`src/rtl/tone_envelope_ctrl.sv`:
```
`default_nettype none
// ============================================================================
// Module   : tone_envelope_ctrl
// Purpose  : Frame-aligned ADSR envelope and square-wave tone controller that
//            produces the PWM duty value (t_on) for the sound generator DAC.
//            All musical state advances once per 2^N-clock PWM frame, on the
//            last clock of the frame, so the DAC duty never changes mid-period.
// Revision : 1.0 - initial release
// ============================================================================
module tone_envelope_ctrl #(
  parameter int N = 8,   // DAC bitwidth; frame length is 2^N clocks
  parameter int P = 12   // pitch counter width
) (
  input  logic         clk,
  input  logic         reset,
  input  logic         gate,
  input  logic [P-1:0] pitch,
  input  logic [N-1:0] attack_step,
  input  logic [N-1:0] decay_step,
  input  logic [N-1:0] sustain,
  input  logic [N-1:0] release_step,
  output logic [N-1:0] t_on,
  output logic [N-1:0] env,
  output logic [2:0]   state,
  output logic         frame_end
);

  // Envelope state encoding (visible on the state port)
  localparam logic [2:0] c_ST_IDLE    = 3'd0;
  localparam logic [2:0] c_ST_ATTACK  = 3'd1;
  localparam logic [2:0] c_ST_DECAY   = 3'd2;
  localparam logic [2:0] c_ST_SUSTAIN = 3'd3;
  localparam logic [2:0] c_ST_RELEASE = 3'd4;

  localparam logic [N-1:0] c_ENV_MAX = {N{1'b1}};
  localparam logic [N-1:0] c_ENV_MIN = {N{1'b0}};
  localparam logic [N-1:0] c_FC_LAST = {N{1'b1}};
  localparam logic [N-1:0] c_FC_ONE  = {{(N-1){1'b0}}, 1'b1};
  localparam logic [P-1:0] c_PC_ONE  = {{(P-1){1'b0}}, 1'b1};
  localparam logic [P-1:0] c_PC_ZERO = {P{1'b0}};

  // Registered state
  logic [N-1:0] r_fc;
  logic [2:0]   r_state;
  logic [N-1:0] r_env;
  logic [N-1:0] r_t_on;
  logic [P-1:0] r_pc;
  logic         r_ph;

  // Combinational next values (meaningful only when a frame ends)
  logic [2:0]   w_state_next;
  logic [N-1:0] w_env_next;
  logic [P-1:0] w_pc_next;
  logic         w_ph_next;
  logic [N-1:0] w_t_on_next;
  logic         w_frame_end;

  // Widened arithmetic so carries and borrows are visible for saturation
  logic [N:0]   w_sum_att;
  logic [N:0]   w_diff_dec;
  logic [N:0]   w_diff_rel;
  logic [N-1:0] w_env_att;
  logic [N-1:0] w_env_dec;
  logic [N-1:0] w_env_rel;
  logic [P-1:0] w_pitch_m1;

  // --------------------------------------------------------------------------
  // Frame counter: free-running, shares reset with the DAC counter so both
  // wrap on the same clock.
  // --------------------------------------------------------------------------
  always_ff @(posedge clk) begin
    if (reset) begin
      r_fc <= c_ENV_MIN;
    end else begin
      r_fc <= r_fc + c_FC_ONE;
    end
  end

  // --------------------------------------------------------------------------
  // Saturating envelope arithmetic shared by all states.
  // --------------------------------------------------------------------------
  always_comb begin
    w_sum_att  = {1'b0, r_env} + {1'b0, attack_step};
    w_diff_dec = {1'b0, r_env} - {1'b0, decay_step};
    w_diff_rel = {1'b0, r_env} - {1'b0, release_step};

    // Attack clamps at full scale on carry out.
    w_env_att = w_sum_att[N] ? c_ENV_MAX : w_sum_att[N-1:0];

    // Decay never drops below the sustain level (unsigned compare); a borrow
    // means the true result is negative, which is also below sustain.
    if (w_diff_dec[N] || (w_diff_dec[N-1:0] < sustain)) begin
      w_env_dec = sustain;
    end else begin
      w_env_dec = w_diff_dec[N-1:0];
    end

    // Release clamps at zero on borrow.
    w_env_rel = w_diff_rel[N] ? c_ENV_MIN : w_diff_rel[N-1:0];
  end

  // --------------------------------------------------------------------------
  // FSM state register: state and envelope advance together at frame end.
  // --------------------------------------------------------------------------
  always_ff @(posedge clk) begin
    if (reset) begin
      r_state <= c_ST_IDLE;
      r_env   <= c_ENV_MIN;
    end else if (w_frame_end) begin
      r_state <= w_state_next;
      r_env   <= w_env_next;
    end
  end

  // --------------------------------------------------------------------------
  // FSM next-state logic: a state entered this frame applies its own step
  // immediately, so the exit checks look at the freshly computed level.
  // --------------------------------------------------------------------------
  always_comb begin
    w_state_next = r_state;
    w_env_next   = r_env;
    case (r_state)
      c_ST_IDLE: begin
        w_env_next = c_ENV_MIN;
        if (gate) begin
          // Attack from zero lands exactly on attack_step.
          w_env_next   = attack_step;
          w_state_next = (attack_step == c_ENV_MAX) ? c_ST_DECAY : c_ST_ATTACK;
        end
      end

      c_ST_ATTACK: begin
        if (!gate) begin
          w_env_next   = w_env_rel;
          w_state_next = (w_env_rel == c_ENV_MIN) ? c_ST_IDLE : c_ST_RELEASE;
        end else begin
          w_env_next = w_env_att;
          if (w_env_att == c_ENV_MAX) begin
            w_state_next = c_ST_DECAY;
          end
        end
      end

      c_ST_DECAY: begin
        if (!gate) begin
          w_env_next   = w_env_rel;
          w_state_next = (w_env_rel == c_ENV_MIN) ? c_ST_IDLE : c_ST_RELEASE;
        end else begin
          w_env_next = w_env_dec;
          if (w_env_dec == sustain) begin
            w_state_next = c_ST_SUSTAIN;
          end
        end
      end

      c_ST_SUSTAIN: begin
        if (!gate) begin
          w_env_next   = w_env_rel;
          w_state_next = (w_env_rel == c_ENV_MIN) ? c_ST_IDLE : c_ST_RELEASE;
        end else begin
          // Follow the sustain input so level changes take effect live.
          w_env_next = sustain;
        end
      end

      c_ST_RELEASE: begin
        if (gate) begin
          // Retrigger: attack resumes from the current level, not from zero.
          w_env_next   = w_env_att;
          w_state_next = (w_env_att == c_ENV_MAX) ? c_ST_DECAY : c_ST_ATTACK;
        end else begin
          w_env_next = w_env_rel;
          if (w_env_rel == c_ENV_MIN) begin
            w_state_next = c_ST_IDLE;
          end
        end
      end

      default: begin
        // Unreachable codes recover to a silent idle.
        w_state_next = c_ST_IDLE;
        w_env_next   = c_ENV_MIN;
      end
    endcase
  end

  // --------------------------------------------------------------------------
  // Tone divider next values: counts frames and toggles the square-wave
  // phase every pitch frames. Using >= means a pitch reduced below the
  // current count toggles on the very next frame instead of wrapping.
  // --------------------------------------------------------------------------
  always_comb begin
    w_pitch_m1 = pitch - c_PC_ONE;
    w_pc_next  = r_pc;
    w_ph_next  = r_ph;
    if ((r_state == c_ST_IDLE) || (pitch == c_PC_ZERO)) begin
      w_pc_next = c_PC_ZERO;
      w_ph_next = 1'b1;
    end else if (r_pc >= w_pitch_m1) begin
      w_pc_next = c_PC_ZERO;
      w_ph_next = ~r_ph;
    end else begin
      w_pc_next = r_pc + c_PC_ONE;
    end
  end

  // --------------------------------------------------------------------------
  // FSM output logic: frame strobe and the gated duty value.
  // --------------------------------------------------------------------------
  always_comb begin
    w_frame_end = (r_fc == c_FC_LAST);
    w_t_on_next = w_ph_next ? w_env_next : c_ENV_MIN;
  end

  // --------------------------------------------------------------------------
  // Tone and duty registers: updated on the same edge as the envelope so
  // t_on always reflects the envelope and phase registered alongside it.
  // --------------------------------------------------------------------------
  always_ff @(posedge clk) begin
    if (reset) begin
      r_pc   <= c_PC_ZERO;
      r_ph   <= 1'b1;
      r_t_on <= c_ENV_MIN;
    end else if (w_frame_end) begin
      r_pc   <= w_pc_next;
      r_ph   <= w_ph_next;
      r_t_on <= w_t_on_next;
    end
  end

  assign t_on      = r_t_on;
  assign env       = r_env;
  assign state     = r_state;
  assign frame_end = w_frame_end;

endmodule
`default_nettype wire

```
`config.mk`:
```
export PLATFORM = sky130hd
export DESIGN_NAME = tone_envelope_ctrl
export DESIGN_NICKNAME = d
export VERILOG_FILES = /design/src/rtl/tone_envelope_ctrl.sv
export SDC_FILE = /design/constraint.sdc
export NUM_CORES = 1
export LEC_CHECK = 0
export ABC_AREA = 1
export CELL_PAD_IN_SITES_DETAIL_PLACEMENT = 1
export CELL_PAD_IN_SITES_GLOBAL_PLACEMENT = 2
export CORE_ASPECT_RATIO = 1.2
export CORE_MARGIN = 1.5
export CORE_UTILIZATION = 30
export CTS_CLUSTER_DIAMETER = 40
export CTS_CLUSTER_SIZE = 25
export DETAILED_ROUTE_END_ITERATION = 10
export GPL_TIMING_DRIVEN = 0
export PLACE_DENSITY_LB_ADDON = 0.1
export SLEW_MARGIN = 5
export SYNTH_ARGS = -nofsm -noshare
export SYNTH_HDL_FRONTEND = slang
export SYNTH_SLANG_ARGS = --single-unit
```
`constraint.sdc`:
```
create_clock -name clk -period 4.1 [get_ports clk]
set_input_delay 0.41 -clock clk [delete_from_list [all_inputs] [get_ports clk]]
set_output_delay 0.41 -clock clk [all_outputs]
set_load 0.1 [all_outputs]
```
# Word level (Yosys, flattened, before mapping)
# Cells that the tools add are included.
# totals
mem_count	0
word_cells	60
mem_bits_rw	0
mem_bits_ro	0
input_bits	47
out_inout_bits	20
latch_bits	0
regBits	40
# op_classes
div_mod_pow	0
n_mul	0
shifts	0
order_cmp	2
n_mux	25
n_bitwise	1
addsub	6
n_eq_ne	13
reduce_logical	7
# ops
operator	count
$mux 8	8
$pmux 8 s4	1
$mux 3	9
$eq 8x8->1 const B	3
$mux 12	2
$sub 8x8->9	2
$pmux 3 s5	1
$add 12x1->12 const B	1
$ge 12x12->1	1
$logic_not 12->1	1
$sub 12x1->12 const B	1
$add 8x8->9	1
$ne 3x3->1 const B	3
$add 8x1->8 const B	1
$eq 8x8->1	1
$logic_not 8->1	1
$lt 8x8->1	1
$eq 3x2->1 const B	2
$reduce_and 6->1	1
$mux 2	2
$ne 2x2->1 const B	2
$eq 3x1->1 const B	1
$eq 3x3->1 const B	1
$logic_not 3->1	1
4 further kinds	6

# Longest topological paths before layout
# Gate-level depths: netlist of the first run.
# depth
depth_word	8
mapped_depth	24
ltp_nobuf	23

# Least setup slack after synthesis of the first run
# Ideal clock, no wire load.
# synth_path
path_type	register to register
startpoint	register r_env[0] (netlist: env[0])
endpoint	register r_env[4] (netlist: env[4])
t_arrival_ns	3.418
stages_incl_launch_ff	25
n_path_buf	1
period_less_slack_ns	3.528
setup_slack_ns	0.572
required_time_ns	3.990
setup_ns	0.110
cell_sequence	dfxtp_1 inv_1 ha_1 fa_1 inv_1 nand2_1 nand2_1 nand2_1 nand2_1 inv_1 ha_1 nand2_1 nor2_1 nand2_1 nand2_1 nand2_2 buf_6 nand2_1 o21ai_1 o21ai_1 nand2_1 nand2_1 nand3_1 nand3_1 inv_1
# synth_between
elab_chain_cells	6
elab_cells_between_ends	12
cone_classes	add/sub (3); order compare (1); mux (7); reduce/logical (1)
# synth_rtl
element	line	source
start: declaration	45	logic [N-1:0] r_env;
start signal: assignment	108	r_env <= c_ENV_MIN;
start signal: assignment	111	r_env <= w_env_next;
$sub 8x8->9	84	w_diff_dec = {1'b0, r_env} - {1'b0, decay_step};
$lt 8x8->1	92	if (w_diff_dec[N] || (w_diff_dec[N-1:0] < sustain)) begin
$logic_or 1x1->1	92	
$mux 8	92	
$mux 8	145	if (!gate) begin
$pmux 8 s4 *	122	case (r_state)
# Mark *: on every way between the ends. The rest lies on a longest branch, timed or not.
# A chain may end at the register's enable or synchronous reset.

# Worst setup path in the final report of the first run
# layout_path
startpoint	input pitch[3]
endpoint	register r_t_on[6] (netlist: t_on[6])
# layout_between
elab_chain_cells	5
elab_cells_between_ends	7
cone_classes	add/sub (1); order compare (1); mux (3); reduce/logical (2)
# layout_rtl
element	line	source
start: declaration	17	input logic [P-1:0] pitch,
$sub 12x1->12	193	w_pitch_m1 = pitch - c_PC_ONE;
$ge 12x12->1	199	end else if (r_pc >= w_pitch_m1) begin
$mux 1	199	
$mux 1 *	196	if ((r_state == c_ST_IDLE) || (pitch == c_PC_ZERO)) begin
$mux 8 *	212	w_t_on_next = w_ph_next ? w_env_next : c_ENV_MIN;
end signal: assignment	223	r_t_on <= c_ENV_MIN;
end signal: assignment	227	r_t_on <= w_t_on_next;
end: declaration	46	logic [N-1:0] r_t_on;
# Marked as above.

==> impl_metrics.json, run 1 <==
{
  "grt_pass1_vias": 5344,
  "drc": 0,
  "cp.required_ns": 4.25,
  "rr_worst_depth": 21,
  "die_area_um2": 16300,
  "finish.net_count": 910,
  "post-dp-hpwl_mm": 13.1,
  "whs_ns": 0.450,
  "insertion_delay_ns": 0.28,
  "finalCritPeriodShare": 0.899,
  "p_seq_frac": 0.361,
  "slew_headroom": 0.326,
  "areaGrowthSynthToFinish_pct": 23.3,
  "placed_cells": 1011,
  "tns_ns": 0,
  "rsz0062_at_grt": "false",
  "fin_cells": 1019,
  "drive_above_1_share": 0.0920,
  "syn-cell-area_um2": 4670,
  "clk_pin_slew_worst_paths_ns": 0.05,
  "reg2reg_from": "env[0]",
  "final_cell_mix": "207 x nand2_1, 111 x inv_1, 66 x nand3_1",
  "use_met1": 0.232,
  "globalRouteTotalUtil": 0.199,
  "grt_overflow": 0,
  "grt_pass1_wl_mm": 25.6,
  "synthCells": 742,
  "dr.pass1.iters": 4,
  "antenna_found_initial": 0,
  "crit_type": "primary input to flop",
  "setup_viol": 0,
  "io_pins": 67,
  "maxCapViolations": 0,
  "mappedNetlistNets": 838,
  "p_int_w": 0.000808,
  "met2_usage": 0.381,
  "cts.sinks": 40,
  "seq_area_um2": 801,
  "r2r_slack_ns": 0.58,
  "cp-start-kind": "primary input",
  "via_per_inst": 4.88,
  "cts_buffers": 5,
  "synth_top_cell_area_share": 0.172,
  "sw_frac_of_total": 0.256,
  "initial_core_util": 0.309,
  "multi_input_area_um2": 3300,
  "synth-seq-cells": 40,
  "avgSynthCellArea_um2": 6.29,
  "synth.distinct_cells": 43,
  "timing.rr.end": "state[0]",
  "holdPathEnd": "r_fc[0]",
  "tightestPinTransition_ns": 1.01,
  "fillers": 2002,
  "synth-edff-count": 0,
  "ant_nets": 0,
  "htree_levels": 2,
  "powerDensity_nw_per_um2": 189,
  "p_leak_nw": 2.89,
  "clockBufferDepth": 2,
  "cts_hold_buf": 0,
  "via_count": 4972,
  "min-delay-start": "r_fc[0]",
  "worstPathMaxFanout": 8,
  "gp_congestion": 0.833,
  "peakVddDrop_mv": 0.243,
  "yosysTopAreaCell": "dfxtp_1",
  "power_w": 0.00109,
  "cts_root_buffer": "clkbuf_16",
  "grt_max_degree": 13,
  "yosysSeqAreaShare": 0.172,
  "p_clk_frac": 0.434,
  "cts_resized": 0,
  "yosys_warnings": 0,
  "hold_depth": 1,
  "n_antenna_cell": 0,
  "clock_skew_ns": 0.00479,
  "wire_per_inst_um": 15.2,
  "rows": 49,
  "synthTopCellsByArea": "dfxtp_1 17%, nand2_1 17%, ha_1 12%",
  "min_path_type": "flop to flop",
  "synth_ff_type": "dfxtp_1",
  "endpoint_kind": "flop",
  "worstPathArrival_ns": 3.83,
  "postCtsSetupRepairBufs": 0,
  "hold_viol_final": 0,
  "outcome": "complete, no violations",
  "cts_tree": "yes",
  "wl_mm": 15.5,
  "core_area_um2": 15100,
  "port_buffers": 65,
  "drv_slew": 0,
  "fmax_mhz": 271,
  "min_period_ns": 3.68,
  "switchingPower_w": 0.000278,
  "p_comb_frac": 0.205,
  "async_flop_share": 0,
  "drt_iter0_drc": 167,
  "layout_commonest_cell": "nand2_1",
  "fp.dieH_um": 140,
  "use_met3": 0.0170,
  "grt_busiest_layer": "met2",
  "die_w_um": 117
}
-- worst max path at each step --
stage                     startpoint       to  slack (ns)  cells past startpoint
after detailed placement    pitch[3]  t_on[6]        0.07                     18
final                       pitch[3]  t_on[6]        0.42                     18
after CTS                   pitch[3]  t_on[6]        0.34                     18
after floorplan               env[0]   env[4]        0.57                     24
after global placement      pitch[3]  t_on[6]        0.22                     18
after global routing        pitch[1]  t_on[6]        0.07                     18
-- per-stage QoR --
step / setup WS (ns) / cell area [um^2] / util
floorplan: 0.572 / 4670 / -
global placement: 0.216 / 5570 / 0.369
detailed placement: 0.0667 / 5570 / 0.369
CTS: 0.344 / 5750 / 0.382
global route: 0.0684 / 5750 / 0.382
finish: 0.416 / 5750 / 0.382
-- worst max-delay path, stage by stage --
cell and delay (ns):
clkdlybuf4s50_1 0.46, nor4_1 0.31, nand2_1 0.13, nor3_1 0.27, nand3_1 0.17, nor3_1 0.21, xor2_1 0.17, ha_1 0.26
a21oi_1 0.16, o21a_1 0.13, a21boi_0 0.22, nand3_2 0.21, nand2_1 0.10, nand2_1 0.08, o21ai_4 0.29, inv_2 0.06
nand2_1 0.10, a21oi_2 0.06
-- layout make-up --
type                    instances  area share
flip-flops and latches         40       0.139
clock buffers                   7      0.0265
well taps                     204      0.0444
plain buffers                  15      0.0215
multi-input cells             569       0.573
clock inverters                 1     0.00522
inverters                     118      0.0774
repair buffers                 65       0.113
-- state kept, by name, indices dropped and copies added, names as in the netlist --
signal and flops:
r_ph 1, env 8, state 3, r_fc 8
t_on 8, r_pc 12
-- synthesized netlist by cell type (7+ instances only) --
library cell / instances
or2_2: 8
inv_1: 111
nand4_1: 26
xor2_1: 12
nor2_1: 49
o211ai_1: 7
nand2_1: 207
ha_1: 46
o21ai_0: 21
nand3_1: 66
o21a_1: 7
nand2_2: 10
a21oi_1: 42
dfxtp_1: 40
-- power groups by stage --
stage / Sequential (W) / Clock (W) / Combinational, W
after CTS: 0.000393 / 0.000481 / 0.000226
final: 0.000393 / 0.000471 / 0.000223
after detailed placement: 0.000401 / 0 / 0.000225
after global placement: 0.000401 / 0 / 0.000218
after global routing: 0.000393 / 0.000498 / 0.000254
after floorplan: 0.000401 / 0 / 0.000129
-- cell families after synthesis --
kind of cell,Yosys count,synth area share
compound gates,99,0.132
xor+xnor,18,0.0338
fa+ha+maj,49,0.136
buf+inv,133,0.122
flops,40,0.172
simple gates,403,0.404
-- per-layer routing --
layer | share of wire | vias to the layer above
li1 | - | 2559
met4 | 0.020 | 0
met5 | 0 | -
met1 | 0.42 | 2345
met3 | 0.023 | 17
met2 | 0.54 | 51
Power figures use the tool's default switching activity.
==> run 2: changes to the inputs <==
--- a/config.mk
+++ b/config.mk
@@ -6,6 +6,7 @@
 export NUM_CORES = 1
 export LEC_CHECK = 0
 export ABC_AREA = 1
+export CAP_MARGIN = 20
 export CELL_PAD_IN_SITES_DETAIL_PLACEMENT = 1
 export CELL_PAD_IN_SITES_GLOBAL_PLACEMENT = 2
 export CORE_ASPECT_RATIO = 1.2
==> results of run 2 <==
No change in the layout: final DEF, timing and power equal those of run 1.
==> RTL edit (settings of run 1) <==
Change the parameter `N` from 8 to 16.
--- a/src/rtl/tone_envelope_ctrl.sv
+++ b/src/rtl/tone_envelope_ctrl.sv
@@ -10,3 +10,3 @@
 module tone_envelope_ctrl #(
-  parameter int N = 8,   // DAC bitwidth; frame length is 2^N clocks
+  parameter int N = 16,   // DAC bitwidth; frame length is 2^N clocks
   parameter int P = 12   // pitch counter width
Interface: changed (6 resized); port bits go from 67 to 115. The function was not compared with the original's and may differ.
==> RTL edit against run 1 <==
The flow now finishes with violations (design-rule violations); clock skew hardly changed; routed wire length is 120% higher; hold slack worse by 0.0067 ns; worst setup slack got worse by 0.20 ns; total power is 70% higher; sequential cell count increased by 24; cell area up 79%; area after synthesis increased by 74%; global-route usage rose by 4.4 points; clock power rose by 69%; largest power group unchanged; highest routed layer unchanged.
==> RTL edit: results (changes against run 1) <==
stage,metric,value,unit,change
global_route,grt_use_total,24.3,%,+4.4 points
placed_design,placed_cells,1850,,+83%
run_status,violations,design-rule violations,,
global_route,grt_first_pass_wirelength,52600,um,+110%
yosys,synth_compound_area_share,14.5,%,+1.3 points
placed_design,port_buffers,114,,+75%
run_status,status,"complete, but fails checks",,
clock_network,clk_latency,0.33,ns,+0.05 ns
critical_path,crit_arrival,4.12,ns,+0.29 ns
critical_path,reg2regPathDepth,23,,+9.5%
layout,nets,1690,,+86%
power,leakagePower,5.13,nW,+77%
yosys,synth.area.top_cells,"nand2_1, dfxtp_1, ha_1",,
yosys,yosys-top-cells-count,"nand2_1, inv_1, nand3_1, nor2_1, a21oi_1",,
yosys,yosysUniqueCellTypes,47,,+9.3%
power,vdd_drop_max,0.145,mV,-40%
placed_design,gp_congestion,0.945,,+13%
yosys,yosysSeqAreaShare,15.8,%,-1.3 points
sta,hold_ws,0.444,ns,-0.00666 ns
layout,fill_cells,3474,,+74%
placed_design,pre_cts_ws,-0.495,ns,-0.561 ns
route,detail_route.first_pass.iterations,10,,+6
yosys,synthAdderAreaFrac,12.8,%,-0.83 points
route,drc_errors,5,,+5
placed_design,placed_cell_area,0.00966,mm2,+73%
critical_path,crit_end,t_on[7],,
critical_path,critical_path.max_fanout,10,,+2
yosys,synth_cells,1401,,+89%
route,vias,9346,,+88%
sta,relSlewSlack,30.9,%,-1.7 points
yosys,synth_xor_area_share,3.68,%,+0.30 points
sta,fin_worst_skew,0.00454,ns,-0.000250 ns
global_route,first_global_vias,9571,,+79%
route,viasPerCell,5.00,,+2.5%
-- RTL edit: timing repair --
action	4_1_cts	5_1_grt
pin swaps	1	11
buffers inserted	0	4
gates resized for setup	33	60
setup endpoints to repair	26	33
-- RTL edit: area by class of cell --
cell class | count | share of cell area [%]
clock buffer | 11 | 2.26
timing repair buffer | 118 | 11.4
sequential | 64 | 12.6
buffer | 32 | 1.63
tap | 335 | 4.08
inverter | 222 | 8.10
multi-input combinational | 1083 | 59.2
clock inverter | 4 | 0.681
-- RTL edit: metal layers --
metal  wire [um]  vias up  GRT usage (%)
met1       15200     4318           30.1
met5           0        -              0
li1            -     4824              -
met4        1070        0           7.65
met2       16300      164           44.1
met3        1080       40           2.48
-- RTL edit: where the power goes --
group	total, W	internal, W	switching, W
Combinational	0.000430	0.000175	0.000256
Clock	0.000795	0.000526	0.000268
Sequential	0.000627	0.000625	0.00000177
Total	0.00185	0.00133	0.000526
